$ cat src/rtl/led_pwm_pkg.sv
// Shared register map and bit positions for the led_pwm_ctrl PWM LED driver.
package led_pwm_pkg;

  localparam int ADDR_W = 5;

  localparam logic [ADDR_W-1:0] ADDR_CTRL   = 5'd0;
  localparam logic [ADDR_W-1:0] ADDR_MASK   = 5'd1;
  localparam logic [ADDR_W-1:0] ADDR_PRESC  = 5'd2;
  localparam logic [ADDR_W-1:0] ADDR_STATUS = 5'd3;
  localparam logic [ADDR_W-1:0] ADDR_DUTY0  = 5'd8;

  localparam int CTRL_ENABLE_BIT = 0;
  localparam int CTRL_INVERT_BIT = 1;

  localparam int STATUS_WRAP_BIT = 8;

endpackage

$ cat src/rtl/led_pwm_ctrl_channel.sv
// One PWM channel: pending/active duty double buffer, phase compare and a
// registered, optionally inverted LED output.
module pwm_channel #(
  parameter int DUTY_W = 8
) (
  input  logic              i_clk,
  input  logic              i_rst,
  input  logic              i_wr_en,
  input  logic [DUTY_W-1:0] i_wdata,
  input  logic [DUTY_W-1:0] i_phase,
  input  logic              i_load,
  input  logic              i_enable,
  input  logic              i_mask,
  input  logic              i_invert,
  output logic [DUTY_W-1:0] o_pending,
  output logic              o_led
);

  logic [DUTY_W-1:0] r_pending;
  logic [DUTY_W-1:0] r_active;
  logic              r_led;
  logic              w_raw;

  assign w_raw = i_enable & i_mask & (i_phase < r_active);

  // Active loads the pre-edge pending value, so a write landing on a wrap
  // edge only takes effect at the following wrap.
  always_ff @(posedge i_clk) begin
    if (i_rst) begin
      r_pending <= '0;
      r_active  <= '0;
      r_led     <= 1'b0;
    end else begin
      if (i_wr_en) r_pending <= i_wdata;
      if (i_load)  r_active  <= r_pending;
      r_led <= w_raw ^ i_invert;
    end
  end

  assign o_pending = r_pending;
  assign o_led     = r_led;

endmodule

$ cat src/rtl/led_pwm_ctrl.sv
// Memory-mapped NCH-channel PWM LED driver: bus decode, prescaler, phase
// counter and sticky wrap status, driving one pwm_channel per LED.
module led_pwm_ctrl
  import led_pwm_pkg::*;
#(
  parameter int NCH     = 8,
  parameter int DUTY_W  = 8,
  parameter int PRESC_W = 16
) (
  input  logic              i_clk,
  input  logic              i_rst,
  input  logic              i_bus_valid,
  input  logic              i_bus_we,
  input  logic [ADDR_W-1:0] i_bus_addr,
  input  logic [31:0]       i_bus_wdata,
  output logic              o_bus_ready,
  output logic [31:0]       o_bus_rdata,
  output logic [NCH-1:0]    o_led
);

  logic                         r_bus_ready;
  logic [31:0]                  r_bus_rdata;
  logic                         r_req_we;
  logic [ADDR_W-1:0]            r_req_addr;
  logic [31:0]                  r_req_wdata;

  logic                         r_enable;
  logic                         r_invert;
  logic [NCH-1:0]               r_mask;
  logic [PRESC_W-1:0]           r_presc;
  logic [PRESC_W-1:0]           r_presc_cnt;
  logic [DUTY_W-1:0]            r_phase;
  logic                         r_wrap_flag;

  logic                         w_accept;
  logic                         w_wr;
  logic                         w_wr_ctrl;
  logic                         w_wr_mask;
  logic                         w_wr_presc;
  logic                         w_status_rd;
  logic                         w_tick;
  logic                         w_wrap;
  logic                         w_load;
  logic [31:0]                  w_rdata;
  logic [NCH-1:0]               w_duty_wr;
  logic [NCH-1:0][DUTY_W-1:0]   w_pending;
  logic                         w_unused_wdata;

  assign w_accept    = i_bus_valid & ~r_bus_ready;
  assign w_wr        = r_bus_ready & r_req_we;
  assign w_wr_ctrl   = w_wr && (r_req_addr == ADDR_CTRL);
  assign w_wr_mask   = w_wr && (r_req_addr == ADDR_MASK);
  assign w_wr_presc  = w_wr && (r_req_addr == ADDR_PRESC);
  assign w_status_rd = r_bus_ready && !r_req_we && (r_req_addr == ADDR_STATUS);
  assign w_unused_wdata = &{1'b0, r_req_wdata[31:PRESC_W]};

  // Writes commit at the end of the ready cycle, so new values appear two
  // cycles after acceptance; read data is captured at acceptance.
  always_ff @(posedge i_clk) begin
    if (i_rst) begin
      r_bus_ready <= 1'b0;
      r_bus_rdata <= '0;
      r_req_we    <= 1'b0;
      r_req_addr  <= '0;
      r_req_wdata <= '0;
    end else begin
      r_bus_ready <= w_accept;
      r_bus_rdata <= (w_accept && !i_bus_we) ? w_rdata : '0;
      if (w_accept) begin
        r_req_we    <= i_bus_we;
        r_req_addr  <= i_bus_addr;
        r_req_wdata <= i_bus_wdata;
      end
    end
  end

  always_comb begin
    w_rdata = '0;
    case (i_bus_addr)
      ADDR_CTRL: begin
        w_rdata[CTRL_ENABLE_BIT] = r_enable;
        w_rdata[CTRL_INVERT_BIT] = r_invert;
      end
      ADDR_MASK:  w_rdata[NCH-1:0] = r_mask;
      ADDR_PRESC: w_rdata[PRESC_W-1:0] = r_presc;
      ADDR_STATUS: begin
        w_rdata[DUTY_W-1:0]      = r_phase;
        w_rdata[STATUS_WRAP_BIT] = r_wrap_flag;
      end
      default: begin
        for (int i = 0; i < NCH; i++) begin
          if (i_bus_addr == ADDR_DUTY0 + ADDR_W'(i)) w_rdata[DUTY_W-1:0] = w_pending[i];
        end
      end
    endcase
  end

  always_comb begin
    w_duty_wr = '0;
    for (int i = 0; i < NCH; i++) begin
      w_duty_wr[i] = w_wr && (r_req_addr == ADDR_DUTY0 + ADDR_W'(i));
    end
  end

  always_ff @(posedge i_clk) begin
    if (i_rst) begin
      r_enable <= 1'b0;
      r_invert <= 1'b0;
      r_mask   <= '0;
      r_presc  <= '0;
    end else begin
      if (w_wr_ctrl) begin
        r_enable <= r_req_wdata[CTRL_ENABLE_BIT];
        r_invert <= r_req_wdata[CTRL_INVERT_BIT];
      end
      if (w_wr_mask)  r_mask  <= r_req_wdata[NCH-1:0];
      if (w_wr_presc) r_presc <= r_req_wdata[PRESC_W-1:0];
    end
  end

  assign w_tick = r_enable && (r_presc_cnt == r_presc);
  assign w_wrap = w_tick && (r_phase == '1);
  assign w_load = w_wrap | ~r_enable;

  always_ff @(posedge i_clk) begin
    if (i_rst || !r_enable || w_wr_presc || w_tick) begin
      r_presc_cnt <= '0;
    end else begin
      r_presc_cnt <= r_presc_cnt + PRESC_W'(1);
    end
  end

  // A wrap in the same cycle as a STATUS read completion keeps the flag set.
  always_ff @(posedge i_clk) begin
    if (i_rst) begin
      r_phase     <= '0;
      r_wrap_flag <= 1'b0;
    end else begin
      if (!r_enable)   r_phase <= '0;
      else if (w_tick) r_phase <= r_phase + DUTY_W'(1);
      if (w_wrap)           r_wrap_flag <= 1'b1;
      else if (w_status_rd) r_wrap_flag <= 1'b0;
    end
  end

  for (genvar g = 0; g < NCH; g++) begin : g_ch
    pwm_channel #(.DUTY_W(DUTY_W)) u_ch (
      .i_clk     (i_clk),
      .i_rst     (i_rst),
      .i_wr_en   (w_duty_wr[g]),
      .i_wdata   (r_req_wdata[DUTY_W-1:0]),
      .i_phase   (r_phase),
      .i_load    (w_load),
      .i_enable  (r_enable),
      .i_mask    (r_mask[g]),
      .i_invert  (r_invert),
      .o_pending (w_pending[g]),
      .o_led     (o_led[g])
    );
  end

  assign o_bus_ready = r_bus_ready;
  assign o_bus_rdata = r_bus_rdata;

endmodule
$ cat config.mk
export PLATFORM = sky130hd
export DESIGN_NAME = led_pwm_ctrl
export DESIGN_NICKNAME = d
export VERILOG_FILES = /design/src/rtl/led_pwm_pkg.sv /design/src/rtl/led_pwm_ctrl_channel.sv /design/src/rtl/led_pwm_ctrl.sv
export SDC_FILE = /design/constraint.sdc
export NUM_CORES = 1
export LEC_CHECK = 0
export CAP_MARGIN = 10
export CORE_UTILIZATION = 45
export CTS_CLUSTER_DIAMETER = 100
export DETAILED_ROUTE_END_ITERATION = 10
export GPL_ROUTABILITY_DRIVEN = 0
export SLEW_MARGIN = 15
export SYNTH_ARGS = -nofsm -noshare
export SYNTH_HDL_FRONTEND = slang
export SYNTH_SLANG_ARGS = --single-unit
export TNS_END_PERCENT = 100
$ cat constraint.sdc
create_clock -name i_clk -period 2.5 [get_ports i_clk]
set_clock_uncertainty 0.15 [all_clocks]
set_input_delay 0.25 -clock i_clk [delete_from_list [all_inputs] [get_ports i_clk]]
set_output_delay 0.25 -clock i_clk [all_outputs]
set_load 0.01 [all_outputs]
---- Word level (Yosys, flattened, before mapping) ----
Index checks and enable logic that the tools add are counted.
word-level totals
  input port bits ......................... 41
  logic and storage cells ................. 144
  output and inout port bits .............. 41
  flip-flop bits (word level) ............. 242
operators by class
  bitwise operators ....................... 31
  mux-type cells .......................... 13
  eq/ne operators ......................... 24
  magnitude comparators ................... 8
  reduce and logical (&&, ||, !) cells .... 28
  $add $sub $neg .......................... 2
operators by type and width
  operator                                       count
  == test 5 x 4 -> 1 bit, second input constant  16
  less-than comparator 8 bit                     8
  2-to-1 mux 8 bit                               8
  case mux 6 bit (4 select lines)                1
  == test 5 x 2 -> 1 bit, second input constant  4
  bitwise AND 1 bit                              18
  adder 16 x 1 -> 16 bit, second input constant  1
  == test 16 bit                                 1
  logical AND 1 bit                              16
  == test 5 x 1 -> 1 bit, second input constant  2
  zero test 5 bit                                2
  adder 8 x 1 -> 8 bit, second input constant    1
  == test 8 bit, second input constant           1
  case mux 2 bit (4 select lines)                1
  bitwise XOR 1 bit                              8
  inverter 1 bit                                 4
  OR reduction 2 bit                             2
  zero test 1 bit                                3
  logical OR 1 bit                               3
  OR reduction 3 bit                             1
  2-to-1 mux 1 bit                               2
  case mux 1 bit (2 select lines)                1
  nonzero test 2 bit                             1
  OR 1 bit                                       1

---- Logic depth before layout (Yosys ltp) ----
Gate-level depths: netlist (run 1).
  word-level depth ........................ 10
  gate-level depth with buffers ........... 9
  depth with buffers taken out ............ 8

---- Modules after synthesis ----
A second synthesis (run 1) with hierarchy kept.
unflattened totals
  cells, all modules ...................... 1,193
  area total of the unflattened synthesis .. 10,945.5 um^2
by module, submodules not included
  module        sequential area each (um^2)  times used  area each (um^2)  cells each
  pwm_channel   340.3                        8           787.0             82
  led_pwm_ctrl  1,801.7                      1           4,649.5           537

---- Worst setup path before layout (run 1) ----
OpenSTA, ideal clock, no wires.
  path kind ............................... register to register
  start ................................... reg r_presc_cnt[0]
  end ..................................... reg g_ch[0].u_ch.r_active[4]
  required time ........................... 2.222 ns
  data arrival time ....................... 1.759 ns
  period minus slack after synthesis ...... 2.036 ns
  library setup time ...................... 0.128 ns
  cell stages (with the launch flop) ...... 9
  path buffers ............................ 2
  setup slack ............................. 0.464 ns
  cell sequence ........................... dfxtp_1 xnor2_1 nand4_1 nor3_2 a31o_1 buf_12 buf_12 mux2i_1 nor2_1
on the way
  longest elaborated chain between the ends .. 4
RTL lines
  element                 RTL line                    RTL
  from (decl)             led_pwm_ctrl.sv:31          logic [PRESC_W-1:0] r_presc_cnt;
  from (signal assigned)  led_pwm_ctrl.sv:129         r_presc_cnt <= r_presc_cnt + PRESC_W'(1);
  == test 16 bit          led_pwm_ctrl.sv:121         assign w_tick = r_enable && (r_presc_cnt == r_presc);
  logical AND 1 bit       led_pwm_ctrl.sv:121
  logical AND 1 bit       led_pwm_ctrl.sv:122         assign w_wrap = w_tick && (r_phase == '1);
  OR 1 bit                led_pwm_ctrl.sv:123         assign w_load = w_wrap | ~r_enable;
  to (signal assigned)    led_pwm_ctrl_channel.sv:35  if (i_load) r_active <= r_pending;
  to (decl)               led_pwm_ctrl_channel.sv:20  logic [DUTY_W-1:0] r_active;
Every way passes these cells.
A chain may end at the register's enable or synchronous reset.

---- Final worst setup path (run 1) ----
  start ................................... reg r_presc_cnt[6]
  end ..................................... reg g_ch[2].u_ch.r_active[6]
on the way
  longest elaborated chain between the ends .. 4
RTL lines
  element               RTL line
  == test 16 bit        led_pwm_ctrl.sv:121
  logical AND 1 bit     led_pwm_ctrl.sv:121
  logical AND 1 bit     led_pwm_ctrl.sv:122
  OR 1 bit              led_pwm_ctrl.sv:123
  to (signal assigned)  led_pwm_ctrl_channel.sv:35
  to (decl)             led_pwm_ctrl_channel.sv:20
Every way passes these cells.

==> impl_metrics.tcl, run 1 <==
set metrics [dict create \
    power.switching_uw 1650 \
    grt_use_met2 0.373 \
    syn-mean-instance-area_um2 9.10 \
    ys_async_sr_fraction 0 \
    die-area_um2 24600 \
    power_frac_seq 0.486 \
    synth_fa_ha_area_frac 0.0672 \
    die_y_um 157 \
    first_iter_violations 623 \
    comb_power_share 0.037 \
    p_leak_uw 0.00549 \
    drive_gt1_frac 0.0845 \
    drc_errors 0 \
    synth_warnings 0 \
    finalSetupViolCount 0 \
    grt_busiest_layer "met2" \
    slew_headroom 0.445 \
    drt_pass1_iterations 5 \
    setup.worst_path.end_class "register" \
    whs_path_depth 3 \
    grt_antenna_before_repair 1 \
    layout.nets 1340 \
    vias 8365 \
    start_util 0.460 \
    reg2reg_depth 7 \
    cts.htree.levels 1 \
    synth-edff-count 0 \
    syn_inst 1186 \
    first_global_vias 7691 \
    hold_path_end "r_req_wdata[11]$_SDFFE_PP0P_" \
    numPortBuffers 49 \
    synth-simple-area-share 0.173 \
    maxCapViolCount 0 \
    rsz0062_at_grt "false" \
    synthXorXnorAreaFrac 0.0348 \
    hold_class "input port to register" \
    insertion_delay_ps 510 \
    ys_types 59 \
    clkPwrFrac 0.477 \
    slew_viol_final 0 \
    critPathRequiredTime_ps 2710 \
    met3_usage 0.0310 \
    clockBufferDepth 3 \
    crit_type "register to register" \
    total_power_uw 7580 \
    setup_ws_ps 194 \
    synthMuxAreaShare 0.153 \
    hold_buffers 1 \
    path_clk_slew_ps 60 \
    grt_pass1_wl_um 44400 \
    post-route-util 0.530 \
    ir_drop_mv 0.432 \
    status "finished clean" \
    synth-main-ff-cell "dfxtp_1" \
    synth_compound_area_frac 0.0794 \
    dp_slack_ps 40.6 \
    die_width_um 157 \
    syn_area_um2 10800 \
    p_int_uw 5920 \
    dp_hpwl_um 20000 \
    vias_per_cell 5.32 \
    gr-total-overflow 0 \
    ios 82 \
    cts-root-buf "clkbuf_16" \
    critPathArrivalTime_ps 2520 \
    switching_share 0.218 \
    globalRouteMet1Util 0.343 \
    cts_tree "done" \
    powerDensity_nw_per_um2 610 \
    fin_tns_setup_ps 0 \
    clock_sinks 226 \
    cts_resized 0 \
    post_cts_buffers 0 \
    cts_made_buffers 25 \
    track_usage 0.238 \
    drt-wirelength-per-cell_um 18.2 \
    r2r_end "g_ch[2].u_ch.r_active[6]$_SDFFE_PP0P_" \
    postSynthRegisterBits 226 \
    yosys-top-cells-area "dfxtp_1 42%, mux2i_1 14%, nor2_1 6.8%" \
    hold_viol_final 0 \
    fmax_mhz 434 \
    grt_max_degree 161 \
    synth_top_area_share 0.419 \
    core-area_um2 23500 \
    synth_top_family_by_area "simple AND/OR/NAND/NOR gates" \
    num_rows 56 \
    crit_fanout 32 \
    cp-start-kind "register" \
    postRouteAntennaNets 0 \
    diodes 0 \
    min_period_ps 2310 \
    syn_to_final_growth_pct 15.2 \
    tightest_slew_ps 832 \
    post-route-period-util 0.923 \
    totalWireLength_um 28600 \
    hold_start "i_bus_wdata[11]" \
    synth_top_cell_by_area "dfxtp_1" \
    worstReg2RegStart "r_presc_cnt[6]$_SDFF_PP0_" \
    yosysSeqAreaShare 0.419 \
    timing.reg2reg.setup_slack_ps 190 \
]
[final cells by class]
type                       instances  area [um2]
fill                            2234       11000
multi-input combinational        825        5550
sequential                       226        4520
timing repair buffer             101         935
clock buffer                      32         672
tap                              319         399
inverter                          62         233
clock inverter                     8         118
[power groups by stage]
stage | clock [uW] | sequential [uW] | combinational (uW)
3_3_place_gp | 0 | 3760 | 276
6_report | 3610 | 3680 | 282
5_1_grt | 3820 | 3680 | 308
2_1_floorplan | 0 | 3720 | 203
3_5_place_dp | 0 | 3760 | 278
4_1_cts | 3680 | 3680 | 280
[worst max-delay path, stage by stage (launching register included)]
cell and delay [ps]:
dfxtp_1 420, xnor2_1 160, nand4_1 170, nor3_4 400
a31o_4 260, buf_12 240, mux2i_1 240, nor2_1 60
[state kept, by name, indices dropped and copies added (netlist names), 5 cells and up]
name and flops:
g_ch.u_ch.o_pending 64, r_req_wdata 16, r_req_addr 5, o_bus_rdata 16, r_presc_cnt 16, r_phase 8
g_ch.u_ch.o_led 8, r_mask 8, r_presc 16, g_ch.u_ch.r_active 64
[how the worst max path moves through the flow]
stage                              startpoint  depth (start not counted)  slack [ps]                                    end
floorplan           r_presc_cnt[0]$_SDFF_PP0_                          8         460  g_ch[0].u_ch.r_active[4]$_SDFFE_PP0P_
global placement                i_bus_addr[2]                          5          40              o_bus_rdata[8]$_SDFF_PP0_
detailed placement              i_bus_addr[2]                          5          40              o_bus_rdata[8]$_SDFF_PP0_
CTS                   r_presc[1]$_SDFFE_PP0P_                          7         200  g_ch[2].u_ch.r_active[6]$_SDFFE_PP0P_
global route          r_presc[4]$_SDFFE_PP0P_                          7           2  g_ch[2].u_ch.r_active[2]$_SDFFE_PP0P_
finish              r_presc_cnt[6]$_SDFF_PP0_                          7         190  g_ch[2].u_ch.r_active[6]$_SDFFE_PP0P_
[synth_stat cells, types with 9 or more instances]
cell type  instances
o21ai_0           17
dfxtp_1          226
a21oi_1           48
ha_1              58
inv_1             62
a21o_1             9
nor2_1           196
a221oi_1          10
nor4_1            10
nor2b_1           19
clkbuf_1          43
and2_1            11
xor2_1            22
nand3_1           18
nand2_1           90
a31oi_1           13
buf_4             24
mux2i_1          154
nand4_1           17
nor3_1            18
xnor2_1           19
[metrics by stage]
stage,hold WS [ps],std cells,area (um2)
2_1_floorplan,236,1201,10800
3_3_place_gp,297,1532,11600
3_5_place_dp,297,1532,11600
4_1_cts,117,1573,12400
5_1_grt,133,1573,12400
6_report,133,1573,12400
[logic make-up (layout without fill, tap and decap cells)]
group	Yosys count	in the layout
AOI/OAI and AO/OA	133	133
xor gates and xnor gates	42	42
adders and majority gates	58	58
buffers and inverters	150	203
DFF	226	226
muxes	162	162
other	1	16
and+or+nand+nor	414	414
[layout by cell type, fill, tap and decap left out, types with 8 or more instances in the layout]
master	count
clkdlybuf4s50_1	48
clkbuf_16	25
nor2_1	196
ha_1	58
a31oi_1	13
conb_1	16
nand2_1	90
mux2i_1	154
nand3_1	18
inv_1	62
xnor2_1	19
a221oi_1	10
nor4_1	10
o21a_1	8
buf_4	47
nor2b_1	19
a21oi_1	48
nand4_1	17
a21o_1	9
dfxtp_1	226
o21ai_0	17
xor2_1	22
nor3_1	18
and2_1	11
[per-layer routing]
layer | vias to the layer above | part of all wire
li1 | 4113 | -
met1 | 3992 | 0.48
met2 | 227 | 0.44
met3 | 31 | 0.059
met4 | 2 | 0.014
met5 | - | 0.00035
(Power assumes the default switching activity.)
==> run 2: changes to the inputs <==
--- a/config.mk
+++ b/config.mk
@@ -6,10 +6,12 @@
 export NUM_CORES = 1
 export LEC_CHECK = 0
 export CAP_MARGIN = 10
+export CORE_MARGIN = 5
 export CORE_UTILIZATION = 45
 export CTS_CLUSTER_DIAMETER = 100
 export DETAILED_ROUTE_END_ITERATION = 10
 export GPL_ROUTABILITY_DRIVEN = 0
+export PLACE_DENSITY = 0.66
 export SLEW_MARGIN = 15
 export SYNTH_ARGS = -nofsm -noshare
 export SYNTH_HDL_FRONTEND = slang
==> impl_metrics.tcl, run 2 (synthesized netlist as in run 1, its figures left out) <==
set metrics [dict create \
    r2r_end "g_ch[2].u_ch.o_led$_SDFF_PP0_" \
    num_rows 56 \
    setup.worst_path.end_class "register" \
    powerDensity_nw_per_um2 636 \
    gr-total-overflow 0 \
    post_cts_buffers 0 \
    dpl_cell_area_um2 11600 \
    p_int_uw 6230 \
    power.switching_uw 1720 \
    clockBufferDepth 3 \
    start_util 0.458 \
    hold_start "i_bus_wdata[1]" \
    grt_antenna_before_repair 0 \
    path_clk_slew_ps 60 \
    finalSetupViolCount 0 \
    core-area_um2 23500 \
    power_frac_seq 0.464 \
    dp_slack_ps 83.7 \
    critPathRequiredTime_ps 2740 \
    layout_common_cells "226 x dfxtp_1, 196 x nor2_1, 154 x mux2i_1, 90 x nand2_1, 62 x inv_1" \
    status "finished clean" \
    drt-wirelength-per-cell_um 18.3 \
    insertion_delay_ps 520 \
    drc_errors 0 \
    ir_drop_mv 0.404 \
    cts_tree "done" \
    cts_made_buffers 26 \
    clock_sinks 226 \
    track_usage 0.210 \
    grt_use_met2 0.329 \
    crit_end "g_ch[2].u_ch.o_led$_SDFF_PP0_" \
    drive_gt1_frac 0.0860 \
    rsz0062_at_grt "false" \
    diodes 0 \
    die_y_um 165 \
    cts.htree.levels 1 \
    fillers 2202 \
    crit_type "register to register" \
    first_global_vias 7893 \
    cts_resized 0 \
    dp_hpwl_um 19800 \
    switching_share 0.216 \
    layout.nets 1337 \
    p_leak_uw 0.00552 \
    critPathLaunch "r_phase[2]$_SDFFE_PP0P_" \
    globalRouteMet1Util 0.297 \
    cts-root-buf "clkbuf_16" \
    slew_headroom 0.434 \
    hold_class "input port to register" \
    layout_commonest_cell "dfxtp_1" \
    first_iter_violations 671 \
    maxCapViolCount 0 \
    totalWireLength_um 28800 \
    clkPwrFrac 0.501 \
    min_period_ps 2190 \
    worstReg2RegStart "r_phase[2]$_SDFFE_PP0P_" \
    reg2reg_depth 8 \
    vias 8416 \
    slew_viol_final 0 \
    crit_fanout 7 \
    hold_viol_final 0 \
    critPathArrivalTime_ps 2420 \
    timing.reg2reg.setup_slack_ps 310 \
    syn_to_final_growth_pct 15.8 \
    post-route-period-util 0.875 \
    ios 82 \
    fin_tns_setup_ps 0 \
    vias_per_cell 5.34 \
    die_width_um 165 \
    grt_pass1_wl_um 44400 \
    tightest_slew_ps 849 \
    fmax_mhz 457 \
    met3_usage 0.0339 \
    whs_path_depth 3 \
    postRouteAntennaNets 0 \
    die-area_um2 27200 \
    fin_area_um2 12500 \
    grt_busiest_layer "met2" \
    drt_pass1_iterations 6 \
    numPortBuffers 49 \
    cp-start-kind "register" \
    comb_power_share 0.035 \
    setup_ws_ps 312 \
    grt_max_degree 74 \
]
## run 2: power by group through the flow
| stage | registers (uW) | clock network, uW | logic, uW |
|---|---|---|---|
| floorplan | 3720 | 0 | 203 |
| finish | 3680 | 3980 | 277 |
| global route | 3680 | 4210 | 303 |
| detailed placement | 3760 | 0 | 273 |
| CTS | 3680 | 4040 | 275 |
| global placement | 3760 | 0 | 271 |
## run 2: per-stage QoR
step,total power (uW),std cells,util,hold WS [ps]
after floorplan,3920,1201,-,236
after global placement,4030,1528,0.492,293
after detailed placement,4040,1528,0.492,298
after CTS,8000,1575,0.531,122
after global routing,8200,1575,0.531,150
final,7950,1575,0.531,134
## run 2: metal layers
metal	wire, um	vias up
li1	-	4109
met1	13200	3993
met2	12800	256
met3	1960	58
met4	918	0
met5	0	-
## run 2: area by class of cell
class | instances | area, um2 | area share
multi-input combinational | 825 | 5550 | 0.444
sequential | 226 | 4520 | 0.362
timing repair buffer | 97 | 892 | 0.0714
tap | 319 | 399 | 0.0319
clock inverter | 10 | 154 | 0.0123
clock buffer | 36 | 749 | 0.0600
inverter | 62 | 233 | 0.0186
## run 2: worst min path at each step
stage                                         to  slack [ps]
global route         r_req_wdata[2]$_SDFFE_PP0P_         150
CTS                  r_req_wdata[1]$_SDFFE_PP0P_         120
detailed placement  r_req_wdata[10]$_SDFFE_PP0P_         300
finish               r_req_wdata[1]$_SDFFE_PP0P_         130
global placement    r_req_wdata[12]$_SDFFE_PP0P_         290
floorplan           r_req_wdata[10]$_SDFFE_PP0P_         240
## run 2: critical path, stage by stage (launching register included)
cell	delay, ps
dfxtp_1	630
buf_4	290
ha_1	180
nand2_1	60
o21ai_0	220
nand4_1	140
a31oi_1	170
xor2_1	160
nor2_1	50
## run 2: timing repair
action,in CTS,in global routing
hold buffers,1,0
endpoints found under the hold margin,44,0
setup endpoints to repair,0,0
==> run 3: changes to the inputs <==
--- a/config.mk
+++ b/config.mk
@@ -8,7 +8,6 @@
 export CAP_MARGIN = 10
 export CORE_MARGIN = 5
 export CORE_UTILIZATION = 45
-export CTS_CLUSTER_DIAMETER = 100
 export DETAILED_ROUTE_END_ITERATION = 10
 export GPL_ROUTABILITY_DRIVEN = 0
 export PLACE_DENSITY = 0.66
==> results of run 3 <==
Final layout, timing and power as in run 2 (identical DEF).
